==> src/rtl/mac_io_shell.sv <==
// mac_io_shell: pad-side I/O shell for the MAC cores. Bridges the core's BLOCK_W
// block interface to a narrow BUS_W ready/valid beat bus in both directions.
module mac_io_shell #(
    parameter int BLOCK_W = 128,
    parameter int BUS_W   = 32
) (
    input  logic               clk,
    input  logic               rst,
    input  logic               load_iv,
    output logic               ext_req_k,
    output logic               ext_req_m,
    input  logic               ext_valid,
    input  logic [BUS_W-1:0]   ext_din,
    output logic               ext_ready,
    output logic               ext_dout_valid,
    output logic [BUS_W-1:0]   ext_dout,
    input  logic               ext_dout_ready,
    output logic               done,
    output logic               err,
    output logic               core_rst,
    output logic               core_load_iv,
    input  logic               core_load_k,
    input  logic               core_load_m,
    output logic [BLOCK_W-1:0] core_din,
    output logic               core_din_valid,
    input  logic [BLOCK_W-1:0] core_dout,
    input  logic               core_done
);
    localparam int BEATS = BLOCK_W / BUS_W;
    localparam int CNT_W = $clog2(BEATS) + 1;
    localparam logic [CNT_W-1:0] LAST_BEAT = CNT_W'(BEATS - 1);

    if ((BUS_W > BLOCK_W) || ((BLOCK_W % BUS_W) != 0)) begin : g_param_check
        $error("mac_io_shell: BLOCK_W must be a multiple of BUS_W and BUS_W <= BLOCK_W");
    end

    typedef enum logic [1:0] {
        IN_IDLE    = 2'd0,
        IN_FILL    = 2'd1,
        IN_DELIVER = 2'd2
    } in_state_e;

    typedef enum logic {
        OUT_IDLE  = 1'b0,
        OUT_DRAIN = 1'b1
    } out_state_e;

    in_state_e          in_state_q;
    out_state_e         out_state_q;
    logic [CNT_W-1:0]   in_cnt_q;
    logic [CNT_W-1:0]   out_cnt_q;
    logic [BLOCK_W-1:0] blk_q;
    logic [BLOCK_W-1:0] blk_d;
    logic [BLOCK_W-1:0] obuf_q;
    logic [BLOCK_W-1:0] obuf_d;
    logic [BLOCK_W-1:0] core_din_q;
    logic               core_din_valid_q;
    logic               ext_req_k_q;
    logic               ext_req_m_q;
    logic               ext_ready_q;
    logic               ext_dout_valid_q;
    logic               done_q;
    logic               err_q;
    logic               err_d;
    logic               core_rst_q;
    logic               core_load_iv_q;
    logic               in_accept_s;
    logic               out_accept_s;

    // Beats arrive most significant word first, so each accept shifts the block left.
    assign blk_d        = (blk_q << BUS_W) | BLOCK_W'(ext_din);
    assign obuf_d       = obuf_q << BUS_W;
    assign in_accept_s  = ext_valid & ext_ready_q;
    assign out_accept_s = ext_dout_valid_q & ext_dout_ready;

    // Protocol violations: dual request, request while busy, result while draining.
    assign err_d = err_q
                 | ((in_state_q == IN_IDLE) ? (core_load_k & core_load_m)
                                            : (core_load_k | core_load_m))
                 | ((out_state_q == OUT_DRAIN) & core_done);

    // Input path: collect a requested block from the beat bus and hand it to the core.
    always_ff @(posedge clk) begin
        if (rst) begin
            in_state_q       <= IN_IDLE;
            in_cnt_q         <= '0;
            blk_q            <= '0;
            core_din_q       <= '0;
            core_din_valid_q <= 1'b0;
            ext_req_k_q      <= 1'b0;
            ext_req_m_q      <= 1'b0;
            ext_ready_q      <= 1'b0;
        end else begin
            core_din_valid_q <= 1'b0;
            case (in_state_q)
                IN_IDLE: begin
                    if (core_load_k || core_load_m) begin
                        in_state_q  <= IN_FILL;
                        in_cnt_q    <= '0;
                        ext_req_k_q <= core_load_k;
                        ext_req_m_q <= ~core_load_k;
                        ext_ready_q <= 1'b1;
                    end
                end
                IN_FILL: begin
                    if (in_accept_s) begin
                        blk_q <= blk_d;
                        if (in_cnt_q == LAST_BEAT) begin
                            in_state_q  <= IN_DELIVER;
                            in_cnt_q    <= '0;
                            ext_req_k_q <= 1'b0;
                            ext_req_m_q <= 1'b0;
                            ext_ready_q <= 1'b0;
                        end else begin
                            in_cnt_q <= in_cnt_q + CNT_W'(1);
                        end
                    end
                end
                IN_DELIVER: begin
                    core_din_q       <= blk_q;
                    core_din_valid_q <= 1'b1;
                    in_state_q       <= IN_IDLE;
                end
                default: begin
                    in_state_q  <= IN_IDLE;
                    ext_req_k_q <= 1'b0;
                    ext_req_m_q <= 1'b0;
                    ext_ready_q <= 1'b0;
                end
            endcase
        end
    end

    // Output path: capture a core result and serialise it onto the beat bus.
    always_ff @(posedge clk) begin
        if (rst) begin
            out_state_q      <= OUT_IDLE;
            out_cnt_q        <= '0;
            obuf_q           <= '0;
            ext_dout_valid_q <= 1'b0;
            done_q           <= 1'b0;
        end else begin
            done_q <= 1'b0;
            case (out_state_q)
                OUT_IDLE: begin
                    if (core_done) begin
                        obuf_q           <= core_dout;
                        out_cnt_q        <= '0;
                        ext_dout_valid_q <= 1'b1;
                        out_state_q      <= OUT_DRAIN;
                    end
                end
                OUT_DRAIN: begin
                    if (out_accept_s) begin
                        obuf_q <= obuf_d;
                        if (out_cnt_q == LAST_BEAT) begin
                            out_cnt_q        <= '0;
                            ext_dout_valid_q <= 1'b0;
                            done_q           <= 1'b1;
                            out_state_q      <= OUT_IDLE;
                        end else begin
                            out_cnt_q <= out_cnt_q + CNT_W'(1);
                        end
                    end
                end
                default: begin
                    out_state_q      <= OUT_IDLE;
                    ext_dout_valid_q <= 1'b0;
                end
            endcase
        end
    end

    // Sticky error flag plus the one-cycle delayed control strobes to the core.
    always_ff @(posedge clk) begin
        core_rst_q <= rst;
        if (rst) begin
            err_q          <= 1'b0;
            core_load_iv_q <= 1'b0;
        end else begin
            err_q          <= err_d;
            core_load_iv_q <= load_iv;
        end
    end

    assign ext_req_k      = ext_req_k_q;
    assign ext_req_m      = ext_req_m_q;
    assign ext_ready      = ext_ready_q;
    assign ext_dout_valid = ext_dout_valid_q;
    assign ext_dout       = obuf_q[BLOCK_W-1 -: BUS_W];
    assign done           = done_q;
    assign err            = err_q;
    assign core_rst       = core_rst_q;
    assign core_load_iv   = core_load_iv_q;
    assign core_din       = core_din_q;
    assign core_din_valid = core_din_valid_q;

endmodule

==> config.mk <==
export PLATFORM = sky130hd
export DESIGN_NAME = mac_io_shell
export DESIGN_NICKNAME = d
export VERILOG_FILES = /design/src/rtl/mac_io_shell.sv
export SDC_FILE = /design/constraint.sdc
export NUM_CORES = 1
export LEC_CHECK = 0
export CAP_MARGIN = 10
export CORE_MARGIN = 2
export CORE_UTILIZATION = 30
export DETAILED_ROUTE_END_ITERATION = 8
export GPL_ROUTABILITY_DRIVEN = 0
export GPL_TIMING_DRIVEN = 0
export PLACE_DENSITY = 0.6
export SLEW_MARGIN = 20
export SYNTH_ARGS = -nofsm -noshare
export SYNTH_HDL_FRONTEND = slang
export SYNTH_SLANG_ARGS = --single-unit
==> constraint.sdc <==
create_clock -name clk -period 1.2 [get_ports clk]
set_input_delay 0.24 -clock clk [delete_from_list [all_inputs] [get_ports clk]]
set_output_delay 0.24 -clock clk [all_outputs]
set_load 0.05 [all_outputs]
---- Word-level counts from Yosys, hierarchy flattened ----
Index checks and enable logic that the tools add are counted.
storage, ports and cells
  register bits after elaboration ......... 402
  output and inout port bits .............. 169
  logic and storage cells ................. 84
operators by class
  add/subtract/negate cells ............... 2
  equality and inequality tests ........... 10
  muxes and demuxes ....................... 34
  bitwise logic cells ..................... 12
  reductions and logical operators ........ 10
operator list
  kind                 number
  $mux 128             2
  $pmux 128 s2         1
  $or 128x32->128      1
  $mux 3               6
  $mux 1               14
  $pmux 3 s2           2
  $pmux 1 s3           3
  $reduce_and 3->1     3
  $add 3x1->3 const B  2
  $eq 3x2->1 const B   2
  $mux 2               3
  $ne 2x1->1 const B   3
  $ne 2x2->1 const B   3
  $and 1x1->1          4
  $not 1->1            4
  $pmux 1 s2           2
  $pmux 2 s2           1
  $reduce_and 2->1     2
  $reduce_and 4->1     1
  $or 1x1->1           3
  $reduce_or 3->1      1
  $eq 2x1->1 const B   1
  $eq 2x2->1 const B   1
  $logic_not 2->1      1
  2 further kinds      2

---- Longest topological paths before layout ----
  depth after elaboration ................. 4
  mapped depth ............................ 6
  gate-level depth less buffers ........... 4

---- Least setup slack after synthesis ----
OpenSTA, ideal clock, no wires.
  path type ............................... reg-to-reg
  start ................................... reg ext_dout_valid_q (netlist: ext_dout_valid)
  end ..................................... reg obuf_q[87]
  data arrival time ....................... 1.517 ns
  data required time ...................... 1.066 ns
  path slack .............................. -0.452 ns
  cell stages (with the launch flop) ...... 6
  period minus slack after synthesis ...... 1.652 ns
  path through ............................ dfxtp_1 -> nand3_1 -> nand2_1 -> buf_2 -> buf_2 -> a211oi_1
between the ends
  cells in the longest elaborated chain, start to end .. 3
ends and longest elaborated chain
  item                        RTL line  text
  start, declared             61        logic ext_dout_valid_q;
  start signal, assigned      140       ext_dout_valid_q <= 1'b0;
  start signal, assigned      149       ext_dout_valid_q <= 1'b1;
  start signal, assigned      158       ext_dout_valid_q <= 1'b0;
  $and 1x1->1                 74        assign out_accept_s = ext_dout_valid_q & ext_dout_ready;
  $ne 2x1->1 (no line)        n/a
  $reduce_and 2->1 (no line)  n/a
  end signal, assigned        147       obuf_q <= core_dout;
  end signal, assigned        155       obuf_q <= obuf_d;
  end, declared               54        logic [BLOCK_W-1:0] obuf_q;
Every way passes these cells.
A chain may end at the register's enable or synchronous reset.

---- Worst setup path in the final report ----
  start ................................... reg obuf_q[120]
  end ..................................... out ext_dout[24]
RTL lines
  item           RTL line  text
  end, declared  16        output logic [BUS_W-1:0] ext_dout,
No word-level cell between the ends.

==> results.toml <==
[run_status]
status = "finished, violations left"
violations = "setup timing"

[logic_synthesis]
synth_seq_area_share_pct = 53.3
synth_edf_count = 0
synth_flop_cell = "dfxtp_1"
yosysTopAreaCell = "dfxtp_1"
synthCells = 1741
yosysMostFrequentCell = "nand2_1"
synthTopCellsByCount = "nand2_1 (514), dfxtp_1 (402), a21oi_1 (261)"
netlist.area_leader.share_pct = 53.3
syn-num-nets = 1911
async_flop_share_pct = 0
synth.distinct_cells = 33
yosys-top-cells-area = "dfxtp_1 (53%), nand2_1 (13%), a21oi_1 (8.7%), mux2i_1 (6.4%), a211oi_1 (4.8%)"
synth_warnings = 0
synth_area_mm2 = 0.0151
synth-seq-cells = 402
avgSynthCellArea_um2 = 8.67

[critical_path]
cp.arrival_ns = 1.17
slowest_delay_ns = 0.33
worstSetupPathType = "reg -> out"
critPathSlowestCell = "dfxtp_2"
worstPathRequired_ns = 0.96
cp-start-kind = "flop"
crit_path_end_kind = "output pin"
worstPathCellList = "buf_6, buf_8"
cp_max_fo = 2

[route]
drt_pass1_iterations = 5
drt_iter0_drc = 709
totalWireLength_um = 53600
antenna_left = 0
via_per_inst = 4.83
drc = 0
routedWlPerCell_um = 18.6
vias = 13900

[pwr]
power.share.switching_pct = 24.9
seq_power_share_pct = 44.0
pwr-share-comb_pct = 12.1
p_int_mw = 24.0
fin_total_pwr_mw = 32.0
p_leak_nw = 9.30
ir_drop_mv = 1.10
p_per_area_mw_per_mm2 = 1310
p_switching_mw = 7.98
power_frac_clock_pct = 43.9

[placement]
place_area_mm2 = 0.0195
dpl.hpwl_um = 39100
numPortBuffers = 336

[grt]
grt_max_degree = 14
grt_usage_pct = 19.6
antenna_found_initial = 8
grt_pass1_vias = 14000
grt-ovfl-total = 0
grt_first_pass_wirelength_um = 80000

[floorplanning]
core.rowCount = 82
initial_core_util_pct = 30.3
ios = 337
core_area_mm2 = 0.0499
fp.dieW_um = 228
die_area_mm2 = 0.0521
die_h_um = 228

[timing]
relSlewSlack_pct = 61.9
fin_ws_ns = -0.207
finalMaxSlewViolations = 0
period_share_pct = 117
final_hold_viol_count = 0
min_period_ns = 1.41
finalSetupViolations = 542
fmax_ghz = 0.711
fin_worst_skew_ns = 0.0324
max_slew.worst_pin.slew_ns = 0.571
rsz0062_at_grt = "yes"

[finish]
area_growth_syn_to_layout_pct = 61.6
drive_gt1_share_pct = 37.0
nets = 2336
n_fill_cell = 4558
stdcell_area_mm2 = 0.0244
utilization_pct = 48.9

[clocking]
cts_tree = "built"
cts_num_sinks = 402
hold_buffers = 0
clk_latency_ns = 0.59
clkTransAtPathRegs_ns = 0.06
cts_max_level = 2
cts_buffers = 45
clock_path_buffers = 3
root_buffer = "clkbuf_16"

[job]
drv_cap = 0

[worst_hold_path]
hold_class = "in -> reg"
-- through the flow --
stage	worst slack (ns)	setup TNS [ns]	cells	hold slack, ns
6_report	-0.207	-55.77	2879	0.144
5_1_grt	-0.236	-81.81	2879	0.139
4_1_cts	-0.239	-69.25	2870	0.124
3_5_place_dp	-1.22	-408.16	2749	0.428
3_3_place_gp	-1.21	-397.81	2749	0.421
2_1_floorplan	-0.0877	-11.83	1741	0.268
-- power by group through the flow --
| stage | clock network [mW] | logic (mW) | registers [mW] |
|---|---|---|---|
| 2_1_floorplan | 0 | 1.90 | 14.3 |
| 3_3_place_gp | 0 | 3.23 | 14.3 |
| 3_5_place_dp | 0 | 3.27 | 14.3 |
| 4_1_cts | 14.2 | 3.71 | 14.0 |
| 5_1_grt | 14.8 | 4.11 | 14.1 |
| 6_report | 14.1 | 3.88 | 14.1 |
-- critical path, delay by kind of cell, from the launching register on --
family | cells | cell delay, ns
flops | 1 | 0.33
buf+inv | 2 | 0.26
-- sequential cells by signal, summed over array words and instances, names as in the netlist, 2 cells and up --
name and count:
out_cnt_q 3, in_state_q 2, blk_q 128, obuf_q 128
in_cnt_q 3, core_din 128
-- timing repair --
| item | in CTS | in global routing |
|---|---|---|
| gates cloned | 12 | 6 |
| setup buffers | 36 | 8 |
| endpoints found under the setup margin | 569 | 567 |
| gates resized for setup | 1771 | 311 |
| pin swaps | 18 | 68 |
-- layout make-up --
cell class / count / area (um2) / area share [%]
Sequential cell: 402 / 8350 / 34.2
Timing Repair Buffer: 392 / 5020 / 20.6
Buffer: 167 / 1660 / 6.81
Clock buffer: 67 / 1330 / 5.45
Inverter: 5 / 18.8 / 0.0770
Antenna cell: 7 / 17.5 / 0.0719
Clock inverter: 14 / 195 / 0.801
Tap cell: 672 / 841 / 3.45
Multi-Input combinational cell: 1153 / 6950 / 28.5
-- cells by family (layout without fill, tap and decap cells) --
kind of cell | after synthesis | count (layout) | synth area share (%)
compound gates | 403 | 403 | 15.9
flops | 402 | 402 | 53.3
fa+ha+maj | 2 | 2 | 0.166
buf+inv | 186 | 645 | 6.48
mux | 97 | 97 | 6.43
other cells | 0 | 7 | 0
simple gates | 651 | 651 | 17.7
-- metal layers --
metal / up-vias / routed length, um / track usage [%]
met5: - / 12 / 0
li1: 6790 / - / -
met1: 6638 / 22200 / 23.5
met2: 385 / 26100 / 33.3
met3: 101 / 3130 / 4.15
met4: 2 / 2150 / 9.19
-- cell usage in the layout (no fill, tap or decap), drive strengths merged, types with 2 or more instances in the layout --
cell type,Yosys,routed
a211oi,96,96
a21oi,261,261
a22o,32,32
and4b,3,3
buf,128,329
bufinv,0,3
clkbuf,53,130
clkdlybuf4s50,0,167
clkinv,0,8
dfxtp,402,402
diode,0,7
ha,2,2
inv,5,7
mux2i,97,97
nand2,514,514
nand2b,8,8
nand3,5,5
nand4,2,2
nand4b,3,3
nor2,9,9
nor2b,4,4
nor3,101,101
o21ai,5,5
o22ai,2,2
o32ai,3,3
-- path summary, 6_finish.rpt --
kind            startpoint      endpoint  slack, ns  cells past startpoint
max            obuf_q[120]  ext_dout[24]      -0.21                      2
min                    rst      core_rst       0.14                      1
max reg2reg  in_state_q[1]    blk_q[114]      -0.20                      6
min reg2reg   out_cnt_q[2]  out_cnt_q[2]       0.44                      2
Note: power is estimated with default switching activity, not from simulation.
==> edit: new RTL, config.mk and constraints unchanged <==
`BLOCK_W`: 128 -> 256.
--- a/src/rtl/mac_io_shell.sv
+++ b/src/rtl/mac_io_shell.sv
@@ -3,3 +3,3 @@
 module mac_io_shell #(
-    parameter int BLOCK_W = 128,
+    parameter int BLOCK_W = 256,
     parameter int BUS_W   = 32
Interface: changed (resized core_din and core_dout); port bits go from 337 to 593. The function was not compared with the original's and may differ.
==> edit against the original RTL <==
The flow still finishes with violations (negative setup slack). Largest power group is now the clock network. Area after synthesis increased by 100%. Sequential cell count increased by 386. Clock skew increased by 1.8 ps. Wire length increased by 130%. Worst hold slack got worse by 27 ps. Power increased by 97%. First-iteration DRC count increased to 2.6 times the old value. Worst setup slack got worse by 100 ps. Design area increased by 85%. Count of clock-buffer cells in the layout increased by 67.
==> edit: results <==
cells_and_area:
  final_instance_count_without_filler_cells: 5679
  final_nets: 4544
detailed_routing:
  first_iter_violations: 1862
  dr.pass1.iters: 6
place:
  placed_cells: 5463
clock_network:
  cts.htree.levels: 3
  cts_made_buffers: 89
  worstSkewPairLatency_ps: 680
sta:
  final_critical_path_setup_slack_ps: -308.5
  timing.final.setup_violations: 1082
  fin_tns_setup_ps: -246600
  clock-skew-final_ps: 34.15
  timing.hold.ws_ps: 117.5
run_status:
  violated_checks: "negative setup slack"
  outcome: "finished, violations left"
yosys:
  synthCells: 3514
  portion_of_the_post_synthesis_area_used_by_sequential_elements: 0.5185
grt:
  global_route.usage.met2: 0.3870
  global_route.usage.met1: 0.2722
  global_route.usage.total: 0.2267
  grt_pass1_vias: 27290
  met3_usage: 0.05952
critical_path:
  reg2reg_depth: 5
  cpMaxStageDelayCell: "sky130_fd_sc_hd__buf_2"
  critical_path_arrival_ps: 2020
power_and_ir_drop:
  vdd.ir_drop.worst_uv: 1153
  pleak_nw: 16.54
## edit: routing by layer
metal / share of wire / routed length [um] / vias to the layer above
met5: 0.0012 / 148 / -
met2: 0.48 / 59630 / 903
met1: 0.41 / 50450 / 13470
li1: - / - / 13480
met4: 0.037 / 4629 / 22
met3: 0.072 / 8947 / 225
## edit: power by group
group	switching (mW)	internal [mW]
combinational	3.74	3.48
sequential	0.730	27.0
clock	11.8	16.4
## edit: layout make-up
cell class              count  area [um2]
clock buffers             134        2678
repair buffers            646        7121
diodes                      1       2.502
clock inverters            32       371.6
well taps                1357        1698
plain buffers             343        3105
fillers                  9696       55210
multi-input cells        2377       14110
inverters                   1       3.754
flip-flops and latches    788       15990
## edit: kinds of logic (layout without fill, tap and decap cells)
group                    count (synthesis)  in the layout  synth area share
AO/OA/AOI/OAI                          788            788            0.1637
XOR/XNOR                                 1              1         0.0002879
adder cells (fa/ha/maj)                  2              2         0.0008223
buffers and inverters                  350           1156           0.06037
flip-flops                             788            788            0.5185
multiplexers                           225            225           0.07402
other                                    0              1                 0
AND/OR/NAND/NOR                       1360           1361            0.1823
## edit: worst max path at each step
stage                         startpoint       endpoint  cells after the start
after floorplan           ext_dout_valid    obuf_q[176]                      6
after global placement               rst  core_din[201]                      6
after detailed placement             rst  core_din[203]                      6
after CTS                    obuf_q[250]   ext_dout[26]                      2
after global routing       in_state_q[1]   core_din[55]                      6
final                        out_state_q     obuf_q[89]                      5
## edit: what timing repair did
action / 4_1_cts / 5_1_grt
pin swaps: 15 / 50
setup endpoints to repair: 1084 / 1083
gates resized for setup: 2381 / 423
hold buffers: 0 / 0
setup buffers: 23 / 14
cloned: 7 / 12
## edit: worst max-delay path, delay by kind of cell, from the launching register on
kind	cells	cell delay, ps
buf+inv	3	640
flops	1	320
compound gates	1	110
mux	1	300
## edit: per-stage QoR
step / util / instance area, um2
detailed placement: 0.3876 / 38870
floorplan: - / 31250
global placement: 0.3876 / 38870
global route: 0.4495 / 45080
finish: 0.4495 / 45080
CTS: 0.4322 / 43350
